### config.mk
export PLATFORM = sky130hd
export DESIGN_NAME = life_rule_stage_flat
export DESIGN_NICKNAME = d
export VERILOG_FILES = /design/src/rtl/life_rule_stage_if.sv /design/src/rtl/life_rule_stage.sv /design/src/flat_wrapper.sv
export SDC_FILE = /design/constraint.sdc
export NUM_CORES = 1
export LEC_CHECK = 0
export ABC_AREA = 1
export BUFFER_PORTS_ARGS = -buffer_cell sky130_fd_sc_hd__buf_2
export CORE_ASPECT_RATIO = 0.6
export CORE_MARGIN = 2
export CORE_UTILIZATION = 30
export CTS_CLUSTER_DIAMETER = 40
export DETAILED_ROUTE_END_ITERATION = 12
export RECOVER_POWER = 100
export SYNTH_ARGS = -nofsm -noshare
export SYNTH_HDL_FRONTEND = slang
export SYNTH_SLANG_ARGS = --single-unit
export TNS_END_PERCENT = 10
### constraint.sdc
create_clock -name clk -period 6.75 [get_ports clk]
set_clock_uncertainty 0.15 [all_clocks]
set_input_delay 0.3375 -clock clk [delete_from_list [all_inputs] [get_ports clk]]
set_output_delay 0.3375 -clock clk [all_outputs]
set_load 0.03 [all_outputs]
### src/rtl/life_rule_stage_if.sv
`default_nettype none
// ============================================================================
//  Module      : life_rule_stage_if
//  Description : Bundle of the column stream and word output handshake of
//                the Game of Life next-generation stage.
//                master : upstream row-buffer reader plus downstream SDRAM
//                         write path (drives stream inputs and acknowledge)
//                slave  : the rule stage itself
//                Signals:
//                  rowStart, cellValid, cellAbove/Center/Below  stream in
//                  word, wordIndex, wordValid, wordAcknowledge  word handshake
//                  rowDone, liveCount, overflow                 row status
//  Revision    : 1.0 - initial release
// ============================================================================
interface life_rule_stage_if #(
   parameter int WORD_BITS  = 16,
   parameter int INDEX_BITS = 6
);
   logic                  rowStart;
   logic                  cellValid;
   logic                  cellAbove;
   logic                  cellCenter;
   logic                  cellBelow;
   logic [WORD_BITS-1:0]  word;
   logic [INDEX_BITS-1:0] wordIndex;
   logic                  wordValid;
   logic                  wordAcknowledge;
   logic                  rowDone;
   logic [9:0]            liveCount;
   logic                  overflow;

   modport master (
      output rowStart, cellValid, cellAbove, cellCenter, cellBelow,
      output wordAcknowledge,
      input  word, wordIndex, wordValid, rowDone, liveCount, overflow
   );

   modport slave (
      input  rowStart, cellValid, cellAbove, cellCenter, cellBelow,
      input  wordAcknowledge,
      output word, wordIndex, wordValid, rowDone, liveCount, overflow
   );
endinterface
`default_nettype wire

### src/rtl/life_rule_stage.sv
`default_nettype none
// ============================================================================
//  Module      : life_rule_stage
//  Description : Computes the next generation of one center row from a
//                column-serial stream of the rows above, center and below.
//                Results are packed into WORD_BITS-bit words and handed to
//                the SDRAM write path through a 2-entry FIFO.
//                Ports:
//                  clk  - system clock, rising edge
//                  rst  - synchronous active-high reset
//                  bus  - life_rule_stage_if.slave (stream in, words out,
//                         rowDone / liveCount / overflow status)
//  Revision    : 1.0 - initial release
// ============================================================================
module life_rule_stage #(
   parameter int COLUMNS    = 640,
   parameter int WORD_BITS  = 16,   // power of two
   parameter int INDEX_BITS = 6
) (
   input  wire logic        clk,
   input  wire logic        rst,
   life_rule_stage_if.slave bus
);
   localparam int COL_W = $clog2(COLUMNS + 1);
   localparam int BIT_W = (WORD_BITS > 1) ? $clog2(WORD_BITS) : 1;

   localparam logic [1:0] IDLE  = 2'd0;
   localparam logic [1:0] RUN   = 2'd1;
   localparam logic [1:0] FLUSH = 2'd2;

   localparam logic [COL_W-1:0] c_last_col = COL_W'(COLUMNS - 1);
   localparam logic [BIT_W-1:0] c_last_bit = BIT_W'(WORD_BITS - 1);

   // ---------------------------------------------------------------------
   // State
   // ---------------------------------------------------------------------
   logic [1:0]            r_state;
   logic [COL_W-1:0]      r_col;          // columns accepted in this row
   logic [2:0]            r_win_left;     // {below, center, above}
   logic [2:0]            r_win_center;   // {below, center, above}
   logic [WORD_BITS-1:0]  r_asm;
   logic [9:0]            r_live;
   logic                  r_row_done;
   logic                  r_overflow;

   logic [WORD_BITS-1:0]  r_fifo_word [2];
   logic [INDEX_BITS-1:0] r_fifo_idx  [2];
   logic                  r_rd_ptr;
   logic                  r_wr_ptr;
   logic [1:0]            r_count;

   // ---------------------------------------------------------------------
   // Combinational datapath
   // ---------------------------------------------------------------------
   logic [2:0]            w_incoming;
   logic [2:0]            w_right;
   logic                  w_accept;
   logic                  w_flush;
   logic                  w_compute;
   logic [COL_W-1:0]      w_k;
   logic [BIT_W-1:0]      w_bit;
   logic [INDEX_BITS-1:0] w_word_idx;
   logic [3:0]            w_neigh;
   logic                  w_next;
   logic [WORD_BITS-1:0]  w_asm;
   logic                  w_push;
   logic                  w_pop;
   logic                  w_push_ok;

   always_comb begin
      w_incoming = {bus.cellBelow, bus.cellCenter, bus.cellAbove};

      // rowStart pre-empts everything: the old row is abandoned, so neither
      // an acceptance nor the flush-edge computation may happen alongside it.
      w_accept  = (r_state == RUN) && bus.cellValid && !bus.rowStart;
      w_flush   = (r_state == FLUSH) && !bus.rowStart;

      // Column 0 has no left neighbour pending, so its acceptance only
      // primes the window; every later acceptance resolves column r_col-1.
      w_compute = (w_accept && (r_col != '0)) || w_flush;

      // Beyond the last column the right neighbours are dead.
      w_right   = w_flush ? 3'b000 : w_incoming;

      // Column being resolved; in FLUSH r_col == COLUMNS so this is the last.
      w_k        = r_col - COL_W'(1);
      w_bit      = w_k[BIT_W-1:0];
      w_word_idx = INDEX_BITS'(w_k[COL_W-1:BIT_W]);

      w_neigh = 4'(r_win_left[0])   + 4'(r_win_left[1])   + 4'(r_win_left[2])
              + 4'(r_win_center[0])                       + 4'(r_win_center[2])
              + 4'(w_right[0])      + 4'(w_right[1])      + 4'(w_right[2]);

      w_next = (w_neigh == 4'd3) | (r_win_center[1] & (w_neigh == 4'd2));

      w_asm = r_asm;
      if (w_compute) begin
         w_asm[w_bit] = w_next;
      end

      w_push    = w_compute && (w_bit == c_last_bit);
      w_pop     = (r_count != 2'd0) && bus.wordAcknowledge;
      // A simultaneous pop frees the slot the push needs.
      w_push_ok = w_push && ((r_count != 2'd2) || w_pop);
   end

   // ---------------------------------------------------------------------
   // Row sequencing, window and assembly
   // ---------------------------------------------------------------------
   always_ff @(posedge clk) begin
      if (rst) begin
         r_state      <= IDLE;
         r_col        <= '0;
         r_win_left   <= '0;
         r_win_center <= '0;
         r_asm        <= '0;
         r_live       <= '0;
         r_row_done   <= 1'b0;
      end else begin
         r_row_done <= w_flush;

         if (bus.rowStart) begin
            r_state    <= RUN;
            r_live     <= '0;
            r_asm      <= '0;
            r_win_left <= '0;
            if (bus.cellValid) begin
               // Same-cycle column is column 0 of the new row.
               r_win_center <= w_incoming;
               r_col        <= COL_W'(1);
            end else begin
               r_win_center <= '0;
               r_col        <= '0;
            end
         end else begin
            if (w_compute) begin
               r_live <= r_live + 10'(w_next);
            end

            // A completed word leaves through the FIFO, so start afresh.
            r_asm <= w_push ? '0 : w_asm;

            if (w_accept) begin
               r_win_left   <= r_win_center;
               r_win_center <= w_incoming;
               r_col        <= r_col + COL_W'(1);
               if (r_col == c_last_col) begin
                  r_state <= FLUSH;
               end
            end

            if (w_flush) begin
               r_state <= IDLE;
            end
         end
      end
   end

   // ---------------------------------------------------------------------
   // 2-entry output FIFO; independent of rowStart so the previous row
   // keeps draining into the next.
   // ---------------------------------------------------------------------
   always_ff @(posedge clk) begin
      if (rst) begin
         r_fifo_word[0] <= '0;
         r_fifo_word[1] <= '0;
         r_fifo_idx[0]  <= '0;
         r_fifo_idx[1]  <= '0;
         r_rd_ptr       <= 1'b0;
         r_wr_ptr       <= 1'b0;
         r_count        <= 2'd0;
         r_overflow     <= 1'b0;
      end else begin
         if (w_pop) begin
            r_rd_ptr <= ~r_rd_ptr;
         end
         if (w_push_ok) begin
            r_fifo_word[r_wr_ptr] <= w_asm;
            r_fifo_idx[r_wr_ptr]  <= w_word_idx;
            r_wr_ptr              <= ~r_wr_ptr;
         end
         r_count <= r_count + {1'b0, w_push_ok} - {1'b0, w_pop};
         if (w_push && !w_push_ok) begin
            r_overflow <= 1'b1;
         end
      end
   end

   // ---------------------------------------------------------------------
   // Outputs; head data reads as zero while the FIFO is empty.
   // ---------------------------------------------------------------------
   assign bus.wordValid = (r_count != 2'd0);
   assign bus.word      = (r_count != 2'd0) ? r_fifo_word[r_rd_ptr] : '0;
   assign bus.wordIndex = (r_count != 2'd0) ? r_fifo_idx[r_rd_ptr]  : '0;
   assign bus.rowDone   = r_row_done;
   assign bus.liveCount = r_live;
   assign bus.overflow  = r_overflow;

endmodule
`default_nettype wire

### src/flat_wrapper.sv
// flat-port wrapper written by rule: the top's interface ports become plain ports
module life_rule_stage_flat 
#(
   parameter int COLUMNS    = 640,
   parameter int WORD_BITS  = 16,                  
   parameter int INDEX_BITS = 6
)
  (clk, rst, bus_rowStart, bus_cellValid, bus_cellAbove, bus_cellCenter, bus_cellBelow, bus_wordAcknowledge, bus_word, bus_wordIndex, bus_wordValid, bus_rowDone, bus_liveCount, bus_overflow);
  life_rule_stage_if #(.WORD_BITS(WORD_BITS), .INDEX_BITS(INDEX_BITS)) bus_i ();
  input  wire logic clk;
  input  wire logic rst;
  input wire logic [$bits(bus_i.rowStart)-1:0] bus_rowStart;
  input wire logic [$bits(bus_i.cellValid)-1:0] bus_cellValid;
  input wire logic [$bits(bus_i.cellAbove)-1:0] bus_cellAbove;
  input wire logic [$bits(bus_i.cellCenter)-1:0] bus_cellCenter;
  input wire logic [$bits(bus_i.cellBelow)-1:0] bus_cellBelow;
  input wire logic [$bits(bus_i.wordAcknowledge)-1:0] bus_wordAcknowledge;
  output wire logic [$bits(bus_i.word)-1:0] bus_word;
  output wire logic [$bits(bus_i.wordIndex)-1:0] bus_wordIndex;
  output wire logic [$bits(bus_i.wordValid)-1:0] bus_wordValid;
  output wire logic [$bits(bus_i.rowDone)-1:0] bus_rowDone;
  output wire logic [$bits(bus_i.liveCount)-1:0] bus_liveCount;
  output wire logic [$bits(bus_i.overflow)-1:0] bus_overflow;
  assign bus_i.rowStart = bus_rowStart;
  assign bus_i.cellValid = bus_cellValid;
  assign bus_i.cellAbove = bus_cellAbove;
  assign bus_i.cellCenter = bus_cellCenter;
  assign bus_i.cellBelow = bus_cellBelow;
  assign bus_i.wordAcknowledge = bus_wordAcknowledge;
  assign bus_word = bus_i.word;
  assign bus_wordIndex = bus_i.wordIndex;
  assign bus_wordValid = bus_i.wordValid;
  assign bus_rowDone = bus_i.rowDone;
  assign bus_liveCount = bus_i.liveCount;
  assign bus_overflow = bus_i.overflow;
  life_rule_stage #(.COLUMNS(COLUMNS), .WORD_BITS(WORD_BITS), .INDEX_BITS(INDEX_BITS)) u_core (.clk(clk), .rst(rst), .bus(bus_i));
endmodule
==> flow_metrics.env <==
export IMPL_cts_tree="done"
export IMPL_grt_usage_pct=13.7
export IMPL_dr_first_iter_drc_count=363
export IMPL_max_stage_delay_ns=0.50
export IMPL_rsz0062_at_grt="false"
export IMPL_final_cell_mix="nand2_1, nor2_1, inv_1, a21oi_1, dfxtp_1"
export IMPL_maxSlewHeadroom_pct=7.53
export IMPL_highest_layer="met4"
export IMPL_timing_setup_tns_ns=0
export IMPL_power_frac_seq_pct=46.4
export IMPL_ir_drop_mv=0.120
export IMPL_arrival_ns=5.22
export IMPL_finalMaxSlewViolations=0
export IMPL_grt_pass1_wl_mm=18.1
export IMPL_gp_congestion=0.860
export IMPL_clock_path_buffers=2
export IMPL_path_cells="nor3_1, clkinv_1, nand2_1, fa_1, fa_1, inv_1, fa_1, inv_1, fa_1, inv_1, nand4_1, inv_1, ha_1, ha_1, nand2_1, nor2_1, nand2_1, xnor2_1, nand2_1, a21oi_1"
export IMPL_syn_inst=589
export IMPL_synth_edf_count=44
export IMPL_dp_hpwl_mm=7.77
export IMPL_wl_met1_mm=6.36
export IMPL_p_total_w=0.00135
export IMPL_syn_cell_area_mm2=0.00477
export IMPL_synth_seq_cells=95
export IMPL_postRouteAntennaNets=0
export IMPL_grt_pass1_vias=3360
export IMPL_period_needed_ns=5.09
export IMPL_areaGrowthSynthToFinish_pct=10.9
export IMPL_nets=647
export IMPL_p_leak_nw=2.09
export IMPL_fmax_mhz=196
export IMPL_drt_pass1_iterations=5
export IMPL_cts_root_buf="clkbuf_16"
export IMPL_cts_made_buffers=9
export IMPL_critPathMaxFanout=16
export IMPL_crit_path_end_kind="register"
export IMPL_worstSetupPathType="register to register"
export IMPL_yosysUniqueCellTypes=33
export IMPL_postCtsSetupBuffers=0
export IMPL_critPathTopFamily="adder cells"
export IMPL_start_util_pct=30.9
export IMPL_yosys_warnings=0
export IMPL_n_antenna_cell=0
export IMPL_combPwrFrac_pct=15.3
export IMPL_port_buffers=42
export IMPL_drc_errors=0
export IMPL_dieHeight_um=102
export IMPL_status="finished clean"
export IMPL_setup_viol=0
export IMPL_gr_total_overflow=0
export IMPL_intPower_w=0.000924
export IMPL_switchingPower_w=0.000423
export IMPL_holdBufCountCts=0
export IMPL_hold_violations=0
export IMPL_layout_commonest_cell="nand2_1"
export IMPL_wl_met3_um=717
export IMPL_cpMaxStageDelayCell="nand4_1"
export IMPL_die_area_mm2=0.0170
export IMPL_grt_antenna_before_repair=0
export IMPL_met2_length_mm=4.04
export IMPL_wl_per_cell_um=13.5
export IMPL_path_buf_inv=5
export IMPL_grt_max_degree=48
export IMPL_rows=35
export IMPL_tightest_slew_ns=1.38
export IMPL_cap_violations=0
export IMPL_yosys_most_used_dff="dfxtp_1"
export IMPL_synth_nets=614
export IMPL_die_x_um=167
export IMPL_start_kind="register"
export IMPL_ctsResizeCount=0
export IMPL_coreArea_mm2=0.0155
export IMPL_ys_seq_area_share_pct=49.1
export IMPL_async_flop_share_pct=0
export IMPL_avgSynthCellArea_um2=8.10
export IMPL_power_density_mw_per_mm2=255
export IMPL_clk_latency_ns=0.35
export IMPL_layout_drive_gt1_share_pct=5.74
export IMPL_clockPowerShare_pct=38.3
export IMPL_drt_wl_total_mm=11.2
export IMPL_period_share_pct=75.4
export IMPL_sw_frac_of_total_pct=31.4
export IMPL_clk_pin_slew_worst_paths_ns=0.08
export IMPL_crit_required_ns=6.88
export IMPL_via_per_inst=4.62
export IMPL_cts_sinks=95
export IMPL_ios=43
export IMPL_hold_path_class="primary input to register"
export IMPL_vias=3832
export IMPL_h_tree_depth=3
==> state kept, by name, indices dropped and copies added (netlist names), named ones only <==
name,cells
u_core.bus.liveCount,10
u_core.bus.overflow,1
u_core.bus.rowDone,1
u_core.r_asm,16
u_core.r_col,10
u_core.r_count,2
u_core.r_fifo_idx,12
u_core.r_fifo_word,32
u_core.r_rd_ptr,1
u_core.r_state,2
u_core.r_win_center,3
u_core.r_win_left,3
u_core.r_wr_ptr,1
==> synthesized netlist by cell type, types with 5 or more instances <==
master / count / area share [%]
edfxtp_1: 44 / 28
nand4_1: 18 / 2.4
a21oi_1: 50 / 5.2
xor2_1: 6 / 1.1
nor2_1: 98 / 7.7
nand2_1: 134 / 11
nand2_2: 7 / 0.92
nand3_1: 26 / 2.7
inv_2: 5 / 0.39
o21ai_0: 15 / 1.6
dfxtp_1: 51 / 21
nor3_1: 7 / 0.73
clkbuf_1: 12 / 0.94
inv_1: 71 / 5.6
ha_1: 13 / 3.4
==> layout make-up <==
type                            count  area [um2]
Clock buffer                        9         225
Clock inverter                      7        73.8
Fill cell                        1637       10200
Inverter                           76         285
Multi-Input combinational cell    395        1920
Sequential cell                    95        2340
Tap cell                          203         254
Timing Repair Buffer               45         185
==> cell families after synthesis <==
group                    share of synthesized area [%]
AND/OR/NAND/NOR                                   27.3
buffers and inverters                             9.02
flip-flops                                        49.1
AO/OA/AOI/OAI                                     8.05
adder cells (fa/ha/maj)                           5.09
XOR/XNOR                                          1.47
==> worst register-to-register path, cell delays in order, from the launching register on <==
cell and delay [ns]:
dfxtp_1 0.33, nor3_1 0.33, clkinv_1 0.23, nand2_1 0.13
fa_1 0.43, fa_1 0.49, inv_1 0.05, fa_1 0.40
inv_1 0.08, fa_1 0.40, inv_1 0.06, nand4_1 0.50
inv_1 0.29, ha_1 0.23, ha_1 0.19, nand2_1 0.10
nor2_1 0.18, nand2_1 0.09, xnor2_1 0.13, nand2_1 0.06
a21oi_1 0.17
==> metrics by stage <==
step / hold slack [ns] / instances / utilization [%] / area (um2) / setup WS [ns]
6_report: 0.118 / 830 / 34.2 / 5290 / 1.66
5_1_grt: 0.118 / 830 / 34.2 / 5290 / 1.13
4_1_cts: 0.110 / 830 / 35.0 / 5410 / 1.84
3_5_place_dp: 0.300 / 814 / 33.1 / 5110 / 1.72
3_3_place_gp: 0.289 / 814 / 33.1 / 5110 / 1.83
2_1_floorplan: 0.276 / 589 / - / 4770 / 2.64
==> layer usage <==
metal  vias up  track usage [%]
met5         -                0
met3         7             3.09
li1       1963                -
met1      1753             22.3
met4         0             2.79
met2       109             18.0
==> power by group through the flow <==
stage | Sequential, W | Combinational (W) | Clock, W
floorplan | 0.000638 | 0.000153 | 0
global placement | 0.000639 | 0.000213 | 0
detailed placement | 0.000639 | 0.000214 | 0
CTS | 0.000626 | 0.000216 | 0.000523
global route | 0.000628 | 0.000230 | 0.000548
finish | 0.000626 | 0.000206 | 0.000516
==> final timing paths <==
kind / from / endpoint / slack, ns / cells past startpoint
setup / recovery: u_core.r_state[0] / u_core.bus.liveCount[8] / 1.66 / 20
setup reg to reg: u_core.r_state[0] / u_core.bus.liveCount[8] / 1.66 / 20
hold / removal: bus_cellCenter / u_core.r_win_center[1] / 0.12 / 3
hold reg to reg: u_core.r_rd_ptr / u_core.r_rd_ptr / 0.32 / 1
(Power assumes the default switching activity.)
